File: config.mk
export PLATFORM = sky130hd
export DESIGN_NAME = conv2d_window_scheduler_flat
export DESIGN_NICKNAME = d
export VERILOG_FILES = /design/src/rtl/ai_accelerator_pkg.sv /design/src/rtl/conv2d_window_scheduler_if.sv /design/src/rtl/conv2d_window_scheduler.sv /design/src/flat_wrapper.sv
export SDC_FILE = /design/constraint.sdc
export NUM_CORES = 1
export LEC_CHECK = 0
export CAP_MARGIN = 10
export CORE_ASPECT_RATIO = 0.7
export CORE_MARGIN = 2
export CORE_UTILIZATION = 40
export CTS_BUF_LIST = sky130_fd_sc_hd__clkbuf_4 sky130_fd_sc_hd__clkbuf_8
export CTS_CLUSTER_SIZE = 10
export DETAILED_ROUTE_END_ITERATION = 12
export PLACE_DENSITY = 0.68
export SYNTH_ARGS = -nofsm -noshare
export SYNTH_HDL_FRONTEND = slang
export SYNTH_SLANG_ARGS = --single-unit
File: constraint.sdc
create_clock -name clk -period 6.3 [get_ports clk]
set_input_delay 1.26 -clock clk [delete_from_list [all_inputs] [get_ports clk]]
set_output_delay 1.26 -clock clk [all_outputs]
set_load 0.1 [all_outputs]
File: src/rtl/ai_accelerator_pkg.sv
// Shared widths for the conv2d accelerator and its scheduler.
package ai_accelerator_pkg;
   localparam int unsigned DATA_WIDTH   = 8;
   localparam int unsigned RESULT_WIDTH = 2 * DATA_WIDTH + 4;
   localparam int unsigned FILTER_SIZE  = 3;
endpackage

File: src/rtl/conv2d_window_scheduler_if.sv
// Pixel input stream and tagged result stream of conv2d_window_scheduler.
interface conv2d_window_scheduler_if #(
   parameter int unsigned IMG_WIDTH  = 8,
   parameter int unsigned IMG_HEIGHT = 8
);
   import ai_accelerator_pkg::*;

   logic                          pix_valid;
   logic                          pix_ready;
   logic [DATA_WIDTH-1:0]         pix_data;
   logic                          res_valid;
   logic                          res_ready;
   logic [RESULT_WIDTH:0]         res_data;
   logic [$clog2(IMG_HEIGHT)-1:0] res_row;
   logic [$clog2(IMG_WIDTH)-1:0]  res_col;

   modport master (
      output pix_valid, pix_data, res_ready,
      input  pix_ready, res_valid, res_data, res_row, res_col
   );

   modport slave (
      input  pix_valid, pix_data, res_ready,
      output pix_ready, res_valid, res_data, res_row, res_col
   );
endinterface

File: src/rtl/conv2d_window_scheduler.sv
// Frame sequencer: line-buffers a pixel stream into 3x3 windows for the accelerator and queues tagged results.
// Defining CONV_SCHED_PERF_EN adds the stall_cnt output.
module conv2d_window_scheduler
   import ai_accelerator_pkg::*;
#(
   parameter int unsigned IMG_WIDTH   = 8,
   parameter int unsigned IMG_HEIGHT  = 8,
   parameter int unsigned ACC_LATENCY = 1
) (
   input  logic                                                  clk,
   input  logic                                                  rst,
   input  logic                                                  start,
   output logic                                                  busy,
   output logic                                                  done,
   input  logic                                                  filt_we,
   input  logic [3:0]                                            filt_addr,
   input  logic [DATA_WIDTH-1:0]                                 filt_data,
   output logic [FILTER_SIZE-1:0][FILTER_SIZE-1:0][DATA_WIDTH-1:0] acc_filter,
   output logic [FILTER_SIZE-1:0][FILTER_SIZE-1:0][DATA_WIDTH-1:0] acc_patch,
   input  logic [RESULT_WIDTH:0]                                 acc_result,
`ifdef CONV_SCHED_PERF_EN
   output logic [31:0]                                           stall_cnt,
`endif
   conv2d_window_scheduler_if.slave                              io
);
   localparam int unsigned ROW_W = $clog2(IMG_HEIGHT);
   localparam int unsigned COL_W = $clog2(IMG_WIDTH);
   localparam int unsigned DEPTH = ACC_LATENCY + 2;
   localparam int unsigned NTAP  = ACC_LATENCY + 1;
   localparam int unsigned PTR_W = $clog2(DEPTH);
   localparam int unsigned CNT_W = $clog2(DEPTH + 1);

   typedef enum logic [1:0] {IDLE, STREAM, DRAIN, DONE} state_t;
   state_t state;

   logic [ROW_W-1:0]                                      row;
   logic [COL_W-1:0]                                      col;
   logic [DATA_WIDTH-1:0]                                 lb0 [IMG_WIDTH];
   logic [DATA_WIDTH-1:0]                                 lb1 [IMG_WIDTH];
   logic [FILTER_SIZE-1:0][FILTER_SIZE-1:0][DATA_WIDTH-1:0] win;

   logic [NTAP-1:0]        tag_vld;
   logic [ROW_W-1:0]       tag_row [NTAP];
   logic [COL_W-1:0]       tag_col [NTAP];

   logic [RESULT_WIDTH:0]  fifo_data [DEPTH];
   logic [ROW_W-1:0]       fifo_row  [DEPTH];
   logic [COL_W-1:0]       fifo_col  [DEPTH];
   logic [PTR_W-1:0]       wr_ptr, rd_ptr;
   logic [CNT_W-1:0]       fifo_cnt, fifo_cnt_nxt;
   logic [CNT_W-1:0]       inflight, inflight_nxt;

   logic pix_ok, res_ok, pix_hs, res_hs, last_pix, win_done, push;

   always_comb begin
      inflight = '0;
      for (int unsigned i = 0; i < NTAP; i++) begin
         inflight = inflight + CNT_W'(tag_vld[i]);
      end
      // Credit covers both the accelerator pipeline and the FIFO, so a push never finds it full.
      pix_ok       = (state == STREAM) && (32'(inflight) + 32'(fifo_cnt) < DEPTH);
      res_ok       = (fifo_cnt != '0);
      pix_hs       = io.pix_valid && pix_ok;
      res_hs       = res_ok && io.res_ready;
      last_pix     = pix_hs && (row == ROW_W'(IMG_HEIGHT - 1)) && (col == COL_W'(IMG_WIDTH - 1));
      win_done     = pix_hs && (row >= ROW_W'(2)) && (col >= COL_W'(2));
      push         = tag_vld[NTAP-1];
      inflight_nxt = inflight - CNT_W'(push) + CNT_W'(win_done);
      fifo_cnt_nxt = fifo_cnt + CNT_W'(push) - CNT_W'(res_hs);
   end

   always_comb begin
      io.pix_ready = pix_ok;
      io.res_valid = res_ok;
      io.res_data  = fifo_data[rd_ptr];
      io.res_row   = fifo_row[rd_ptr];
      io.res_col   = fifo_col[rd_ptr];
   end

   // Leaving DRAIN looks at next-cycle counts so done follows the last result handshake directly.
   always_ff @(posedge clk or negedge rst) begin
      if (!rst) begin
         state <= IDLE;
         busy  <= 1'b0;
         done  <= 1'b0;
      end else begin
         done <= 1'b0;
         case (state)
            IDLE: if (start) begin
               state <= STREAM;
               busy  <= 1'b1;
            end
            STREAM: if (last_pix) state <= DRAIN;
            DRAIN: if (inflight_nxt == '0 && fifo_cnt_nxt == '0) begin
               state <= DONE;
               done  <= 1'b1;
            end
            DONE: begin
               state <= IDLE;
               busy  <= 1'b0;
            end
            default: state <= IDLE;
         endcase
      end
   end

   always_ff @(posedge clk or negedge rst) begin
      if (!rst) begin
         acc_filter <= '0;
      end else if (state == IDLE && filt_we) begin
         for (int unsigned r = 0; r < FILTER_SIZE; r++) begin
            for (int unsigned c = 0; c < FILTER_SIZE; c++) begin
               if (filt_addr == 4'(r * FILTER_SIZE + c)) acc_filter[r][c] <= filt_data;
            end
         end
      end
   end

   always_ff @(posedge clk or negedge rst) begin
      if (!rst) begin
         row       <= '0;
         col       <= '0;
         win       <= '0;
         acc_patch <= '0;
         for (int unsigned i = 0; i < IMG_WIDTH; i++) begin
            lb0[i] <= '0;
            lb1[i] <= '0;
         end
      end else if (state == IDLE && start) begin
         row <= '0;
         col <= '0;
      end else if (pix_hs) begin
         if (col == COL_W'(IMG_WIDTH - 1)) begin
            col <= '0;
            row <= (row == ROW_W'(IMG_HEIGHT - 1)) ? '0 : row + 1'b1;
         end else begin
            col <= col + 1'b1;
         end
         lb0[col] <= io.pix_data;
         lb1[col] <= lb0[col];
         for (int unsigned r = 0; r < FILTER_SIZE; r++) begin
            win[r][0] <= win[r][1];
            win[r][1] <= win[r][2];
         end
         win[0][2] <= lb1[col];
         win[1][2] <= lb0[col];
         win[2][2] <= io.pix_data;
         if (win_done) begin
            for (int unsigned r = 0; r < FILTER_SIZE; r++) begin
               acc_patch[r][0] <= win[r][1];
               acc_patch[r][1] <= win[r][2];
            end
            acc_patch[0][2] <= lb1[col];
            acc_patch[1][2] <= lb0[col];
            acc_patch[2][2] <= io.pix_data;
         end
      end
   end

   always_ff @(posedge clk or negedge rst) begin
      if (!rst) begin
         tag_vld <= '0;
         for (int unsigned i = 0; i < NTAP; i++) begin
            tag_row[i] <= '0;
            tag_col[i] <= '0;
         end
      end else begin
         tag_vld[0] <= win_done;
         tag_row[0] <= row - ROW_W'(2);
         tag_col[0] <= col - COL_W'(2);
         for (int unsigned i = 1; i < NTAP; i++) begin
            tag_vld[i] <= tag_vld[i-1];
            tag_row[i] <= tag_row[i-1];
            tag_col[i] <= tag_col[i-1];
         end
      end
   end

   always_ff @(posedge clk or negedge rst) begin
      if (!rst) begin
         wr_ptr   <= '0;
         rd_ptr   <= '0;
         fifo_cnt <= '0;
         for (int unsigned i = 0; i < DEPTH; i++) begin
            fifo_data[i] <= '0;
            fifo_row[i]  <= '0;
            fifo_col[i]  <= '0;
         end
      end else begin
         if (push) begin
            fifo_data[wr_ptr] <= acc_result;
            fifo_row[wr_ptr]  <= tag_row[NTAP-1];
            fifo_col[wr_ptr]  <= tag_col[NTAP-1];
            wr_ptr <= (wr_ptr == PTR_W'(DEPTH - 1)) ? '0 : wr_ptr + 1'b1;
         end
         if (res_hs) rd_ptr <= (rd_ptr == PTR_W'(DEPTH - 1)) ? '0 : rd_ptr + 1'b1;
         fifo_cnt <= fifo_cnt_nxt;
      end
   end

`ifdef CONV_SCHED_PERF_EN
   always_ff @(posedge clk or negedge rst) begin
      if (!rst) begin
         stall_cnt <= '0;
      end else if (state == IDLE && start) begin
         stall_cnt <= '0;
      end else if ((state == STREAM || state == DRAIN) &&
                   ((io.pix_valid && !pix_ok) || (res_ok && !io.res_ready)) &&
                   stall_cnt != '1) begin
         stall_cnt <= stall_cnt + 1'b1;
      end
   end
`endif

endmodule

File: src/flat_wrapper.sv
// flat-port wrapper written by rule: the top's interface ports become plain ports
module conv2d_window_scheduler_flat import ai_accelerator_pkg::*;
#(
   parameter int unsigned IMG_WIDTH   = 8,
   parameter int unsigned IMG_HEIGHT  = 8,
   parameter int unsigned ACC_LATENCY = 1
)
  (clk, rst, start, busy, done, filt_we, filt_addr, filt_data, acc_filter, acc_patch, acc_result, io_pix_valid, io_pix_data, io_res_ready, io_pix_ready, io_res_valid, io_res_data, io_res_row, io_res_col);
  conv2d_window_scheduler_if #(.IMG_WIDTH(IMG_WIDTH), .IMG_HEIGHT(IMG_HEIGHT)) io_i ();
  input  logic clk;
  input  logic rst;
  input  logic start;
  output logic busy;
  output logic done;
  input  logic filt_we;
  input  logic [3:0] filt_addr;
  input  logic [DATA_WIDTH-1:0] filt_data;
  output logic [FILTER_SIZE-1:0][FILTER_SIZE-1:0][DATA_WIDTH-1:0] acc_filter;
  output logic [FILTER_SIZE-1:0][FILTER_SIZE-1:0][DATA_WIDTH-1:0] acc_patch;
  input  logic [RESULT_WIDTH:0] acc_result;
  input wire logic [$bits(io_i.pix_valid)-1:0] io_pix_valid;
  input wire logic [$bits(io_i.pix_data)-1:0] io_pix_data;
  input wire logic [$bits(io_i.res_ready)-1:0] io_res_ready;
  output wire logic [$bits(io_i.pix_ready)-1:0] io_pix_ready;
  output wire logic [$bits(io_i.res_valid)-1:0] io_res_valid;
  output wire logic [$bits(io_i.res_data)-1:0] io_res_data;
  output wire logic [$bits(io_i.res_row)-1:0] io_res_row;
  output wire logic [$bits(io_i.res_col)-1:0] io_res_col;
  assign io_i.pix_valid = io_pix_valid;
  assign io_i.pix_data = io_pix_data;
  assign io_i.res_ready = io_res_ready;
  assign io_pix_ready = io_i.pix_ready;
  assign io_res_valid = io_i.res_valid;
  assign io_res_data = io_i.res_data;
  assign io_res_row = io_i.res_row;
  assign io_res_col = io_i.res_col;
  conv2d_window_scheduler #(.IMG_WIDTH(IMG_WIDTH), .IMG_HEIGHT(IMG_HEIGHT), .ACC_LATENCY(ACC_LATENCY)) u_core (.clk(clk), .rst(rst), .start(start), .busy(busy), .done(done), .filt_we(filt_we), .filt_addr(filt_addr), .filt_data(filt_data), .acc_filter(acc_filter), .acc_patch(acc_patch), .acc_result(acc_result), .io(io_i));
endmodule
# Yosys cells after proc, flatten, opt, wreduce, memory -nomap -nowiden
# Index checks and enable logic that the tools add are counted.
[word_totals] register_bits=431 word_cells=181
[op_classes] n_eq_ne=18 order_cmp=8 n_addsub=12 n_bitwise=4 muxes=43 n_reduce_logical=34
[op_table] op="bitwise mux 64 bit" n=2
[op_table] op="bitwise mux 63 bit" n=1
[op_table] op="2-to-1 mux 21 bit" n=3
[op_table] op="binary-select mux 8 bit (select 3 bit)" n=2
[op_table] op="binary-select mux 21 bit (select 2 bit)" n=1
[op_table] op="demux 21 bit (select 2 bit)" n=1
[op_table] op="2-to-1 mux 8 bit" n=5
[op_table] op="2-to-1 mux 3 bit" n=12
[op_table] op="less-than comparator 32 x 2 -> 1 bit (second input constant)" n=1
[op_table] op="demux 8 bit (select 3 bit)" n=1
[op_table] op="AND reduction 2 bit" n=12
[op_table] op="bitwise mux 9 bit" n=2
[op_table] op="equality test 4 x 3 -> 1 bit (second input constant)" n=4
[op_table] op="binary-select mux 3 bit (select 2 bit)" n=2
[op_table] op="logical AND 1 bit" n=12
[op_table] op="2-to-1 mux 2 bit" n=5
[op_table] op="equality test 2 bit (second input constant)" n=4
[op_table] op="equality test 4 x 2 -> 1 bit (second input constant)" n=2
[op_table] op="one-hot mux 2 bit (4 select lines)" n=1
[op_table] op="nonzero test 2 bit" n=4
[op_table] op="adder 3 x 1 -> 3 bit (second input constant)" n=2
[op_table] op="demux 3 bit (select 2 bit)" n=1
[op_table] op="equality test 3 bit (second input constant)" n=2
[op_table] op="greater-or-equal comparator 3 x 2 -> 1 bit (second input constant)" n=2
[op_table] op="23 further kinds" n=35

# Logic depth before layout (Yosys ltp)
[logic_depth] depth_word=12 mapped_depth=12

# Worst setup path before layout
# OpenSTA, ideal clock, no wires.
[synth_path] kind="register to output" start="register u_core.rd_ptr[1]" end="output port io_res_data[14]" required_time_ns=5.040 arrival_ns=3.071 stages_incl_launch_ff=5 path_buffers=2 setup_slack_ns=1.969 path_cell_list="dfrtp_1 -> buf_2 -> buf_2 -> mux2i_1 -> o21ai_0"
[synth_via] elab_chain_len=4
[synth_rtl] element="start: declaration" line="conv2d_window_scheduler.sv:49" source="logic [PTR_W-1:0] wr_ptr, rd_ptr;"
[synth_rtl] element="start signal: assignment" line="conv2d_window_scheduler.sv:196" source="if (res_hs) rd_ptr <= (rd_ptr == PTR_W'(DEPTH - 1)) ? '0 : rd_ptr + 1'b1;"
[synth_rtl] element="NOT 2 -> 3 bit (not written as such)" line="conv2d_window_scheduler.sv:75" source="io.res_data = fifo_data[rd_ptr];"
[synth_rtl] element="binary-select mux 21 bit (select 2 bit)" line="conv2d_window_scheduler.sv:75"
[synth_rtl] element="2-to-1 mux 21 bit (not written as such) (2 in a row)" line="conv2d_window_scheduler.sv:75"
[synth_rtl] element="end: declaration" line="flat_wrapper.sv:26" source="output wire logic [$bits(io_i.res_data)-1:0] io_res_data;"
# No other way between the ends. The select of a mux whose other input is x is not followed.

# Worst setup path in the final report
[layout_path] start="register u_core.tag_vld[1]" end="output port io_pix_ready"
[layout_via] elab_chain_len=4
[layout_rtl] element="start: declaration" line="conv2d_window_scheduler.sv:42" source="logic [NTAP-1:0] tag_vld;"
[layout_rtl] element="start signal: indexed assignment" line="conv2d_window_scheduler.sv:172" source="tag_vld[i] <= tag_vld[i-1];"
[layout_rtl] element="adder 1 x 1 -> 2 bit" line="conv2d_window_scheduler.sv:58" source="inflight = inflight + CNT_W'(tag_vld[i]);"
[layout_rtl] element="adder 2 x 2 -> 3 bit" line="conv2d_window_scheduler.sv:61" source="pix_ok = (state == STREAM) && (32'(inflight) + 32'(fifo_cnt) < DEPTH);"
[layout_rtl] element="less-than comparator 32 x 2 -> 1 bit" line="conv2d_window_scheduler.sv:61"
[layout_rtl] element="logical AND 1 bit" line="conv2d_window_scheduler.sv:61"
[layout_rtl] element="end: declaration" line="flat_wrapper.sv:24" source="output wire logic [$bits(io_i.pix_ready)-1:0] io_pix_ready;"
# No other way between the ends.

==> metrics <==
run status complete, no violations; clock buffer depth 3; crit path cell chain ha_1 > ha_1 > fa_1 > nand2b_1 > nor2_1 > clkdlybuf4s50_1; Tmin final 4.89 ns; Crit path required time 5.04 ns; unrepaired setup endpoints after global routing false; sequential share of the synthesized area 60.2%; Mean Syn Cell Area 15.1 sq um; worst hold path class register to register; ys async rst share 100%; vias in the first global route 11,263; Reg clk slew, reported paths 0.06 ns; Final Cell Area 22,100 sq um; routed wire length per instance 18.9 microns; diode count 0; Setup violations, final 0; post-cts hold buffer count 0; Synth Instances 1,187; Largest stage delay, worst path 1.17 ns; Worst-Margin Slew 1.11 ns; post-route ant nets 0; IO Count 222; clk sink count 431; Yosys reg bits 431; Die Height 181 microns; Slew Viols, Final 0; Resized cells post-CTS 0; dpl ws 2.01 ns; final hold violation count 0; slowest cell on the critical path clkdlybuf4s50_1; final worst path period share 77.7%; antenna violations before repair 0; post-CTS setup buffers 0; drt total wl 39.2 mm; share of cells above drive strength 1 36.0%; Initial Util 40.7%; core area 44,000 sq um; crit path max fanout 5; Fmax 204 MHz; Detailed Route Iter0 Violations 529; nets 1,499; setup tns final 0 ns; number of synthesized flops with an enable pin 0; Unique masters post-synth 37; first-pass GRT wire length 63.8 mm; Final WS setup 1.41 ns; full die area 46,500 sq um; Pre-Repair DR Iteration Count 4; dpl cell area 20,700 sq um; Non-Filler Instances 2,073; DP HPWL 24.5 mm; # DRC 0; Synth Flop Type dfrtp_1; Setup CP Type register to output port; Synth Warn # 0; Clk Latency, worst-skew pair 0.61 ns; Post-Syn Nets 1,255; Top cell by count, worst path ha_1; largest net degree at the start of global routing 153; area grow syn2layout 23.6%; Root Driver clkbuf_8; Worst Setup Start Kind register; GRT Total Usage 17.4%; GRT overflow 0; Syn Std Cell Area 17,900 sq um; relative slew slack 26.3%; Placed Cells 1,953; Final GP Congestion 0.732; final worst clock skew 0.0173 ns; Die X-Extent 257 microns; Vias/cell 5.05; max-capacitance violation count 0; Setup crit end kind output port; I/O Buffers 221; CTS tree built; DR vias 10,468; # rows 64; total number of H-tree levels 3; total CTS buffers 70; Critical Path AT 3.63 ns
-- path summary, 6_finish.rpt --
path | startpoint | endpoint | slack, ns | cells past startpoint
setup / recovery | u_core.tag_vld[1] | io_pix_ready | 1.41 | 6
hold / removal | u_core.tag_col[4] | u_core.tag_col[1] | 0.35 | 0
setup reg to reg | u_core.tag_vld[1] | u_core.lb1[13] | 2.48 | 7
hold reg to reg | u_core.tag_col[4] | u_core.tag_col[1] | 0.35 | 0
max in group asynchronous | rst | u_core.acc_patch[28] | 4.18 | 2
min in group asynchronous | rst | u_core.fifo_data[58] | 0.70 | 1
-- critical path: cells and delay by family, from the launching register on --
family	cells	cell delay (ns)
fa+ha+maj	3	0.96
flops	1	0.42
buf+inv	1	1.17
simple gates	2	0.48
-- through the flow --
step | hold WS (ns) | util (%)
floorplan | 0.331 | -
global placement | 0.336 | 47.0
detailed placement | 0.335 | 47.0
CTS | 0.351 | 50.4
global route | 0.358 | 50.4
finish | 0.351 | 50.4
-- routing by layer --
layer / vias up / track usage [%] / routed length, microns
met4: 0 / 5.07 / 662
met3: 63 / 3.91 / 1800
met5: - / 0.412 / 0
met1: 5457 / 24.2 / 18400
li1: 4732 / - / -
met2: 216 / 27.3 / 18300
-- registers in the layout (all words and copies together) (netlist names) --
register and count:
u_core.acc_filter 72, u_core.acc_patch 72, u_core.lb0 64, u_core.lb1 64, u_core.fifo_data 63, u_core.win 48, u_core.fifo_col 9, u_core.fifo_row 9
u_core.tag_col 6, u_core.tag_row 6, u_core.col 3, u_core.row 3, u_core.fifo_cnt 2, u_core.rd_ptr 2, u_core.state 2, u_core.tag_vld 2
u_core.wr_ptr 2, u_core.busy 1, u_core.done 1
-- cell type report --
cell class / instances / area (sq um)
clock inverter: 13 / 129
multi-input combinational: 675 / 6710
tap: 594 / 743
clock buffer: 107 / 1350
fill: 3744 / 21800
timing repair buffer: 235 / 2350
inverter: 18 / 67.6
sequential: 431 / 10800
-- cells by family (layout without fill, tap and decap cells) --
family / after synthesis / in the layout / synth area share, %
buffers and inverters: 81 / 373 / 2.42
muxes: 451 / 451 / 30.1
xor gates and xnor gates: 2 / 2 / 0.182
adders and majority gates: 21 / 21 / 1.51
AOI/OAI and AO/OA: 53 / 53 / 1.69
DFF: 431 / 431 / 60.2
and+or+nand+nor: 148 / 148 / 3.84
-- layout by cell type, fill, tap and decap left out, types with 4 or more instances in the layout --
cell             netlist  final
dfrtp_1              431    429
mux2_2               355    355
clkdlybuf4s50_1        0    220
clkbuf_8               0     88
nand2_1               82     82
mux2i_1               32     32
mux4_2                32     32
mux2_1                32     32
o21ai_0               30     30
nor2_1                29     29
ha_1                  20     20
clkbuf_4               0     19
inv_1                 18     18
a31oi_1               16     16
buf_4                 12     12
and3_1                 8      8
clkinv_2               0      6
nand2b_1               5      5
nor3_1                 5      5
nand3_1                4      4
clkinvlp_4             0      4
-- cells in the mapped netlist, drive strengths merged, types with 8 or more instances --
cell type / instances / area (sq um)
inv: 18 / 67.6
ha: 20 / 250
nand2: 83 / 314
mux2i: 32 / 320
clkbuf: 20 / 75.1
and3: 8 / 50.1
a31oi: 16 / 100
buf: 43 / 292
mux4: 32 / 721
dfrtp: 431 / 10800
o21ai: 30 / 150
mux2: 387 / 4360
nor2: 29 / 109
Power is left out: the tool's default activity adds up to more than one toggle a clock period on the data nets, which glitch-free logic cannot reach.
